### src/rtl/proc_pkg.sv
// Shared definitions for the instruction sequencer and the processor datapath.
// The HALTED state only exists when CTRL_HALT_EN is defined.
package proc_pkg;

    localparam int DATA_W   = 16;
    localparam int NUM_REGS = 8;

    // Instruction field positions; ry and imm overlap by design.
    localparam int OP_HI  = 15;
    localparam int OP_LO  = 13;
    localparam int RX_HI  = 12;
    localparam int RX_LO  = 10;
    localparam int RY_HI  = 9;
    localparam int RY_LO  = 7;
    localparam int IMM_HI = 9;
    localparam int IMM_LO = 0;

    // ALU class is every opcode with a clear MSB (0xx).
    localparam logic       OP_ALU_MSB = 1'b0;
    localparam logic [2:0] OP_OUT     = 3'b100;
    localparam logic [2:0] OP_LDI     = 3'b101;
    localparam logic [2:0] OP_HALT    = 3'b110;
    localparam logic [2:0] OP_REP     = 3'b111;

`ifdef CTRL_HALT_EN
    typedef enum logic [2:0] {ST_IDLE, ST_LOAD_A, ST_EXEC, ST_WRITE, ST_HALTED} state_t;
`else
    typedef enum logic [1:0] {ST_IDLE, ST_LOAD_A, ST_EXEC, ST_WRITE} state_t;
`endif

    function automatic logic [NUM_REGS-1:0] reg_onehot(input logic [2:0] idx);
        return {{(NUM_REGS-1){1'b0}}, 1'b1} << idx;
    endfunction

endpackage

### src/rtl/proc_sequencer_if.sv
// Instruction handshake plus datapath control bundle between fetch, sequencer and datapath.
// The slave modport is the sequencer; the master modport is its environment.
interface proc_sequencer_if;
    logic [15:0] instr_in;
    logic        instr_valid;
    logic        instr_ready;
    logic [7:0]  reg_en;
    logic        a_en;
    logic        r_en;
    logic [2:0]  mux_sel;
    logic        imm_sel;
    logic        r_sel;
    logic [9:0]  imm;
    logic [2:0]  alu_op;
    logic        bus_en;
    logic        done;
    logic        halted;

    modport master (
        output instr_in, instr_valid,
        input  instr_ready, reg_en, a_en, r_en, mux_sel, imm_sel, r_sel,
               imm, alu_op, bus_en, done, halted
    );

    modport slave (
        input  instr_in, instr_valid,
        output instr_ready, reg_en, a_en, r_en, mux_sel, imm_sel, r_sel,
               imm, alu_op, bus_en, done, halted
    );
endinterface

### src/rtl/proc_sequencer_instr_decoder.sv
// Pure combinational split of an instruction word into its class flags and fields.
// Shared with the processor datapath.
module instr_decoder
    import proc_pkg::*;
(
    input  logic [DATA_W-1:0] ir,
    output logic              is_alu,
    output logic              is_out,
    output logic              is_ldi,
    output logic              is_rep,
    output logic              is_halt,
    output logic [2:0]        op,
    output logic [2:0]        rx,
    output logic [2:0]        ry,
    output logic [9:0]        imm
);
    assign op      = ir[OP_HI:OP_LO];
    assign rx      = ir[RX_HI:RX_LO];
    assign ry      = ir[RY_HI:RY_LO];
    assign imm     = ir[IMM_HI:IMM_LO];

    assign is_alu  = (op[2] == OP_ALU_MSB);
    assign is_out  = (op == OP_OUT);
    assign is_ldi  = (op == OP_LDI);
    assign is_rep  = (op == OP_REP);
    assign is_halt = (op == OP_HALT);
endmodule

### src/rtl/proc_sequencer.sv
// Handshaked IDLE/LOAD_A/EXEC/WRITE sequencer driving the register/A/R/ULA datapath.
// Define CTRL_HALT_EN to make opcode 110 park the sequencer in HALTED until reset.
module proc_sequencer
    import proc_pkg::*;
(
    input logic             clock,
    input logic             resetn,
    proc_sequencer_if.slave bus
);
    state_t            state;
    state_t            state_next;
    logic [DATA_W-1:0] ir;
    logic              accept;

    logic       is_alu, is_out, is_ldi, is_rep, is_halt;
    logic [2:0] op, rx, ry;
    logic [9:0] imm_f;

    instr_decoder u_decoder (
        .ir      (ir),
        .is_alu  (is_alu),
        .is_out  (is_out),
        .is_ldi  (is_ldi),
        .is_rep  (is_rep),
        .is_halt (is_halt),
        .op      (op),
        .rx      (rx),
        .ry      (ry),
        .imm     (imm_f)
    );

    assign accept = (state == ST_IDLE) && bus.instr_valid;

    // NOTE: sequential state uses non-blocking assignments so every flop samples pre-edge values.
    always_ff @(posedge clock or negedge resetn) begin
        if (!resetn) begin
            state <= ST_IDLE;
            ir    <= '0;
        end else begin
            state <= state_next;
            if (accept) ir <= bus.instr_in;
        end
    end

    always_comb begin
        state_next = state;
        case (state)
            ST_IDLE: begin
                if (accept) state_next = ST_LOAD_A;
`ifdef CTRL_HALT_EN
                // Halt is decided on the incoming word, so LOAD_A is never entered.
                if (accept && bus.instr_in[OP_HI:OP_LO] == OP_HALT) state_next = ST_HALTED;
`endif
            end
            ST_LOAD_A: state_next = ST_EXEC;
            ST_EXEC:   state_next = ST_WRITE;
            ST_WRITE:  state_next = ST_IDLE;
`ifdef CTRL_HALT_EN
            ST_HALTED: state_next = ST_HALTED;
`endif
            default:   state_next = ST_IDLE;
        endcase
    end

    // NOTE: every output gets a default first, so no path through the case can infer a latch.
    always_comb begin
        bus.instr_ready = 1'b0;
        bus.reg_en      = '0;
        bus.a_en        = 1'b0;
        bus.r_en        = 1'b0;
        bus.mux_sel     = '0;
        bus.imm_sel     = 1'b0;
        bus.r_sel       = 1'b0;
        bus.bus_en      = 1'b0;
        bus.done        = 1'b0;
        bus.halted      = 1'b0;
        bus.imm         = imm_f;
        bus.alu_op      = op;

        case (state)
            ST_IDLE: bus.instr_ready = 1'b1;
            ST_LOAD_A: begin
                bus.mux_sel = rx;
                bus.a_en    = 1'b1;
            end
            ST_EXEC: begin
                if (is_alu) begin
                    bus.mux_sel = ry;
                    bus.r_en    = 1'b1;
                end else if (is_ldi) begin
                    bus.imm_sel = 1'b1;
                    bus.r_en    = 1'b1;
                end
            end
            ST_WRITE: begin
                bus.done = 1'b1;
                case (1'b1)
                    is_alu, is_ldi: begin
                        bus.r_sel  = 1'b1;
                        bus.reg_en = reg_onehot(rx);
                    end
                    is_rep: begin
                        bus.mux_sel = ry;
                        bus.reg_en  = reg_onehot(rx);
                    end
                    is_out: begin
                        bus.mux_sel = rx;
                        bus.bus_en  = 1'b1;
                    end
                    is_halt: ;
                    default: ;
                endcase
            end
`ifdef CTRL_HALT_EN
            ST_HALTED: begin
                bus.halted = 1'b1;
                bus.imm    = '0;
                bus.alu_op = '0;
            end
`endif
            default: ;
        endcase
    end
endmodule

### src/flat_wrapper.sv
// flat-port wrapper written by rule: the top's interface ports become plain ports
module proc_sequencer_flat import proc_pkg::*;
  (clock, resetn, bus_instr_in, bus_instr_valid, bus_instr_ready, bus_reg_en, bus_a_en, bus_r_en, bus_mux_sel, bus_imm_sel, bus_r_sel, bus_imm, bus_alu_op, bus_bus_en, bus_done, bus_halted);
  proc_sequencer_if bus_i ();
  input logic clock;
  input logic resetn;
  input wire logic [$bits(bus_i.instr_in)-1:0] bus_instr_in;
  input wire logic [$bits(bus_i.instr_valid)-1:0] bus_instr_valid;
  output wire logic [$bits(bus_i.instr_ready)-1:0] bus_instr_ready;
  output wire logic [$bits(bus_i.reg_en)-1:0] bus_reg_en;
  output wire logic [$bits(bus_i.a_en)-1:0] bus_a_en;
  output wire logic [$bits(bus_i.r_en)-1:0] bus_r_en;
  output wire logic [$bits(bus_i.mux_sel)-1:0] bus_mux_sel;
  output wire logic [$bits(bus_i.imm_sel)-1:0] bus_imm_sel;
  output wire logic [$bits(bus_i.r_sel)-1:0] bus_r_sel;
  output wire logic [$bits(bus_i.imm)-1:0] bus_imm;
  output wire logic [$bits(bus_i.alu_op)-1:0] bus_alu_op;
  output wire logic [$bits(bus_i.bus_en)-1:0] bus_bus_en;
  output wire logic [$bits(bus_i.done)-1:0] bus_done;
  output wire logic [$bits(bus_i.halted)-1:0] bus_halted;
  assign bus_i.instr_in = bus_instr_in;
  assign bus_i.instr_valid = bus_instr_valid;
  assign bus_instr_ready = bus_i.instr_ready;
  assign bus_reg_en = bus_i.reg_en;
  assign bus_a_en = bus_i.a_en;
  assign bus_r_en = bus_i.r_en;
  assign bus_mux_sel = bus_i.mux_sel;
  assign bus_imm_sel = bus_i.imm_sel;
  assign bus_r_sel = bus_i.r_sel;
  assign bus_imm = bus_i.imm;
  assign bus_alu_op = bus_i.alu_op;
  assign bus_bus_en = bus_i.bus_en;
  assign bus_done = bus_i.done;
  assign bus_halted = bus_i.halted;
  proc_sequencer u_core (.clock(clock), .resetn(resetn), .bus(bus_i));
endmodule
### config.mk
export PLATFORM = sky130hd
export DESIGN_NAME = proc_sequencer_flat
export DESIGN_NICKNAME = d
export VERILOG_FILES = /design/src/rtl/proc_pkg.sv /design/src/rtl/proc_sequencer_if.sv /design/src/rtl/proc_sequencer_instr_decoder.sv /design/src/rtl/proc_sequencer.sv /design/src/flat_wrapper.sv
export SDC_FILE = /design/constraint.sdc
export NUM_CORES = 1
export LEC_CHECK = 0
export CELL_PAD_IN_SITES_DETAIL_PLACEMENT = 0
export CELL_PAD_IN_SITES_GLOBAL_PLACEMENT = 1
export CORE_MARGIN = 3
export CORE_UTILIZATION = 30
export DETAILED_ROUTE_END_ITERATION = 12
export PLACE_DENSITY = 0.78
export SYNTH_ARGS = -nofsm -noshare
export SYNTH_HDL_FRONTEND = slang
export SYNTH_SLANG_ARGS = --single-unit
### constraint.sdc
create_clock -name clock -period 2.4 [get_ports clock]
set_clock_uncertainty 0.05 [all_clocks]
set_input_delay 0.48 -clock clock [delete_from_list [all_inputs] [get_ports clock]]
set_output_delay 0.48 -clock clock [all_outputs]
set_load 0.05 [all_outputs]
After elaboration in Yosys (flattened, before gate mapping) --
Index checks and enable logic that the tools add are counted.
Word-level totals: input port bits 19, flip-flop bits (word level) 18
Operators by class: eq/ne operators 7, reductions and logical operators 3, multiplexer cells 24, shift-type cells 1, bitwise gates (word level) 1
Operators with widths (number):
- $mux 8 | 3
- $mux 1 | 14
- $mux 3 | 4
- $eq 3x3->1 const B | 3
- $pmux 3 s3 | 1
- $pmux 2 s4 | 1
- $shl 1x3->8 const A | 1
- $eq 2x2->1 const B | 2
- $eq 2x1->1 const B | 1
- $logic_not 2->1 | 1
- $mux 2 | 1
- $ne 2x1->1 const B | 1
- $reduce_or 2->1 | 1
- $logic_and 1x1->1 | 1
- $not 1->1 | 1

Logic depth before layout (Yosys ltp) --
word-level depth 5, depth in mapped cells 6, depth with buffers taken out 5

Cells and area by module --
From an unflattened synthesis, not the netlist that was laid out.
Second synthesis, totals: cell total of the unflattened synthesis 106, area total of the unflattened synthesis 1158.6 um^2
Modules (own cells, without submodules):
- proc_sequencer | area each 974.7 um^2, seq. area each 450.4 um^2, instances 1, cells each 82
- instr_decoder | area each 183.9 um^2, seq. area each 0.0 um^2, instances 1, cells each 24

Worst setup path after synthesis --
OpenSTA, ideal clock, no wires.
path kind register to output, start reg u_core.state[0], end out bus_bus_en, cell stages (with the launch flop) 3, slack -0.715 ns, arrival time 2.585 ns, required time 1.870 ns, path through dfrtp_1 > ha_1 > nor4b_1
On the way: word-level cells in the longest chain between the ends 2
RTL lines:
- from (decl) | line proc_sequencer.sv:10 | state_t state;
- from (signal assigned) | line proc_sequencer.sv:40 | state <= state_next;
- $eq 2x2->1 | line proc_sequencer.sv:80 | case (state)
- $mux 1 | line proc_sequencer.sv:80
- to (decl) | line flat_wrapper.sv:18 | output wire logic [$bits(bus_i.bus_en)-1:0] bus_bus_en;
No other way between the ends.

Worst setup path in the final report --
start reg u_core.state[0], end out bus_done
On the way: word-level cells in the longest chain between the ends 2
RTL lines:
- $eq 2x2->1 | line proc_sequencer.sv:80
- $mux 1 | line proc_sequencer.sv:80
- to (decl) | line flat_wrapper.sv:19 | output wire logic [$bits(bus_i.done)-1:0] bus_done;
No other way between the ends.

==> flow_summary.yaml <==
clock_network:
  post-cts-setup-buffers: 0
  postCtsHoldBufs: 0
  clk_latency_ns: 0.25
  cts_buffers: 3
  clk_pin_slew_ns: 0.07
  cts_max_path_buffers: 2
  cts-root-buf: "clkbuf_8"
  cts_tree: "built"
  cts.htree.levels: 1
  cts.sinks: 18
global_route:
  antenna_found_initial: 0
  grt_first_pass_wirelength_um: 4200
  overflow: 0
  grt_pass1_vias: 854
  grt_max_degree: 19
  grt_usage: 0.124
final_layout:
  fin_nets: 161
  syn2layout_area_growth_pct: 47.0
  drive_gt1_frac: 0.328
  n_antenna_cell: 0
route:
  final_antenna_net_count: 0
  drt_iter0_drc: 33
  vias_per_cell: 4.66
  first_pass_iters: 4
  wl_um: 2520
  route.detailed.drc: 0
  vias: 853
  wire_per_inst_um: 13.8
setup_path:
  cp.required_ns: 1.87
  end_kind: "primary output"
  crit_arrival_ns: 1.78
  path_max_fanout: 6
  cp-start-kind: "register"
  crit_type: "register to primary output"
timing:
  worst_pin_slew_ns: 0.517
  report.final.slew_viol_count: 0
  min_period_over_period: 0.964
  period_needed_ns: 2.31
  hold_viol: 0
  hold_ws_ns: 0.454
  setup_viol: 0
  grt_setup_unrepaired: "yes"
  slew-limit-headroom: 0.655
  max_freq_mhz: 432
die:
  row_count: 21
  ios: 51
  die_height_um: 66.5
  initial_core_util: 0.319
  dieArea_um2: 4420
  dieWidth_um: 66.5
  coreArea_um2: 3440
synth:
  ys_seq_area_frac: 0.410
  syn_area_um2: 1100
  synth_cells: 99
  yosys_warnings: 0
  ys_types: 23
  synth_nets: 122
  avgSynthCellArea_um2: 11.1
  ys_seq_elements: 18
place:
  port_buffers: 49
  dp_hpwl_um: 1980
  gp_congestion: 0.767
worst_hold_path:
  hp-class: "register to register"
run_status:
  status: "completed"
flow_run:
  max_cap_viol_count: 0
## per-layer routing
metal | share of wire | GRT usage | up-vias
li1 | - | - | 401
met1 | 0.43 | 0.155 | 417
met2 | 0.48 | 0.203 | 33
met3 | 0.085 | 0.0371 | 2
met4 | 0.0068 | 0.0381 | 0
met5 | 0 | 0 | -
## flip-flops by register name, summed over array words and instances (netlist names)
| signal | cells |
|---|---|
| u_core.ir | 16 |
| u_core.state | 2 |
## layout by cell type, fill, tap and decap left out, types with 2 or more instances in the layout
master,n
nand2_1,2
o211ai_1,2
nor3_2,2
o21ai_0,2
dfrtp_1,18
nand2b_1,2
and2_1,3
ha_1,3
o22ai_2,3
inv_1,6
nor2_1,9
mux2_2,6
buf_4,14
mux2_4,10
a22oi_1,6
buf_12,3
clkdlybuf4s50_1,32
clkbuf_8,4
## critical path, stage by stage (launching register included)
cell	delay, ns
dfrtp_1	0.40
ha_1	0.29
clkdlybuf4s50_1	0.85
## stage by stage
step                cells  worst slack [ns]   util  setup TNS (ns)  area, µm²
finish                183            0.0873  0.469               0       1610
global route          183          -0.00900  0.469        -0.00911       1610
CTS                   183            0.0207  0.462               0       1590
detailed placement    179             0.307  0.446               0       1530
global placement      179             0.365  0.446               0       1530
floorplan              99            -0.187      -          -0.689       1110
## synthesized netlist by cell type
| cell | count | share of area |
|---|---|---|
| o22ai_1 | 3 | 0.017 |
| ha_1 | 4 | 0.046 |
| nand2_1 | 2 | 0.0068 |
| inv_1 | 6 | 0.021 |
| nand2b_1 | 2 | 0.011 |
| nor4b_1 | 1 | 0.0080 |
| o31ai_1 | 1 | 0.0068 |
| o211ai_1 | 2 | 0.014 |
| buf_4 | 15 | 0.10 |
| a22oi_1 | 6 | 0.041 |
| mux2_4 | 10 | 0.14 |
| buf_12 | 1 | 0.018 |
| dfrtp_1 | 18 | 0.41 |
| o21ai_0 | 2 | 0.0091 |
| conb_1 | 1 | 0.0034 |
| mux2_2 | 6 | 0.062 |
| and2_1 | 3 | 0.017 |
| nand2_4 | 1 | 0.010 |
| nor3_1 | 3 | 0.014 |
| a21oi_1 | 1 | 0.0046 |
| nor2b_1 | 1 | 0.0057 |
| nand3_1 | 1 | 0.0046 |
| nor2_1 | 9 | 0.031 |
## kinds of logic after synthesis
kind of cell	count (synthesis)	share of synthesized area
AOI/OAI and AO/OA	15	0.0924
DFF	18	0.410
muxes	16	0.198
adders and majority gates	4	0.0456
other	1	0.00342
and+or+nand+nor	23	0.108
buffers and inverters	22	0.141
## worst paths after layout
path / start / cells past startpoint / endpoint / slack (ns)
setup reg to reg: u_core.state[1]$_DFFE_PN0P_ / 4 / u_core.ir[1]$_DFFE_PN0P_ / 0.84
max in group asynchronous: resetn / 2 / u_core.ir[15]$_DFFE_PN0P_ / 1.59
hold / removal: u_core.ir[2]$_DFFE_PN0P_ / 1 / u_core.ir[2]$_DFFE_PN0P_ / 0.45
setup / recovery: u_core.state[0]$_DFFE_PN0P_ / 2 / bus_done / 0.09
min in group asynchronous: resetn / 2 / u_core.ir[10]$_DFFE_PN0P_ / 0.51
hold reg to reg: u_core.ir[2]$_DFFE_PN0P_ / 1 / u_core.ir[2]$_DFFE_PN0P_ / 0.45
## layout make-up
cell class	instances	area [µm²]
well taps	46	57.6
clock buffers	4	55.1
repair buffers	50	498
fillers	325	1830
multi-input cells	59	529
inverters	6	22.5
flip-flops and latches	18	450
## timing repair
item / CTS / global route
endpoints found under the hold margin: 0 / 0
resized for setup: 0 / 5
endpoints found under the setup margin: 0 / 4
Power is left out: the tool's default activity adds up to more than one toggle a clock period on the data nets, which glitch-free logic cannot reach.
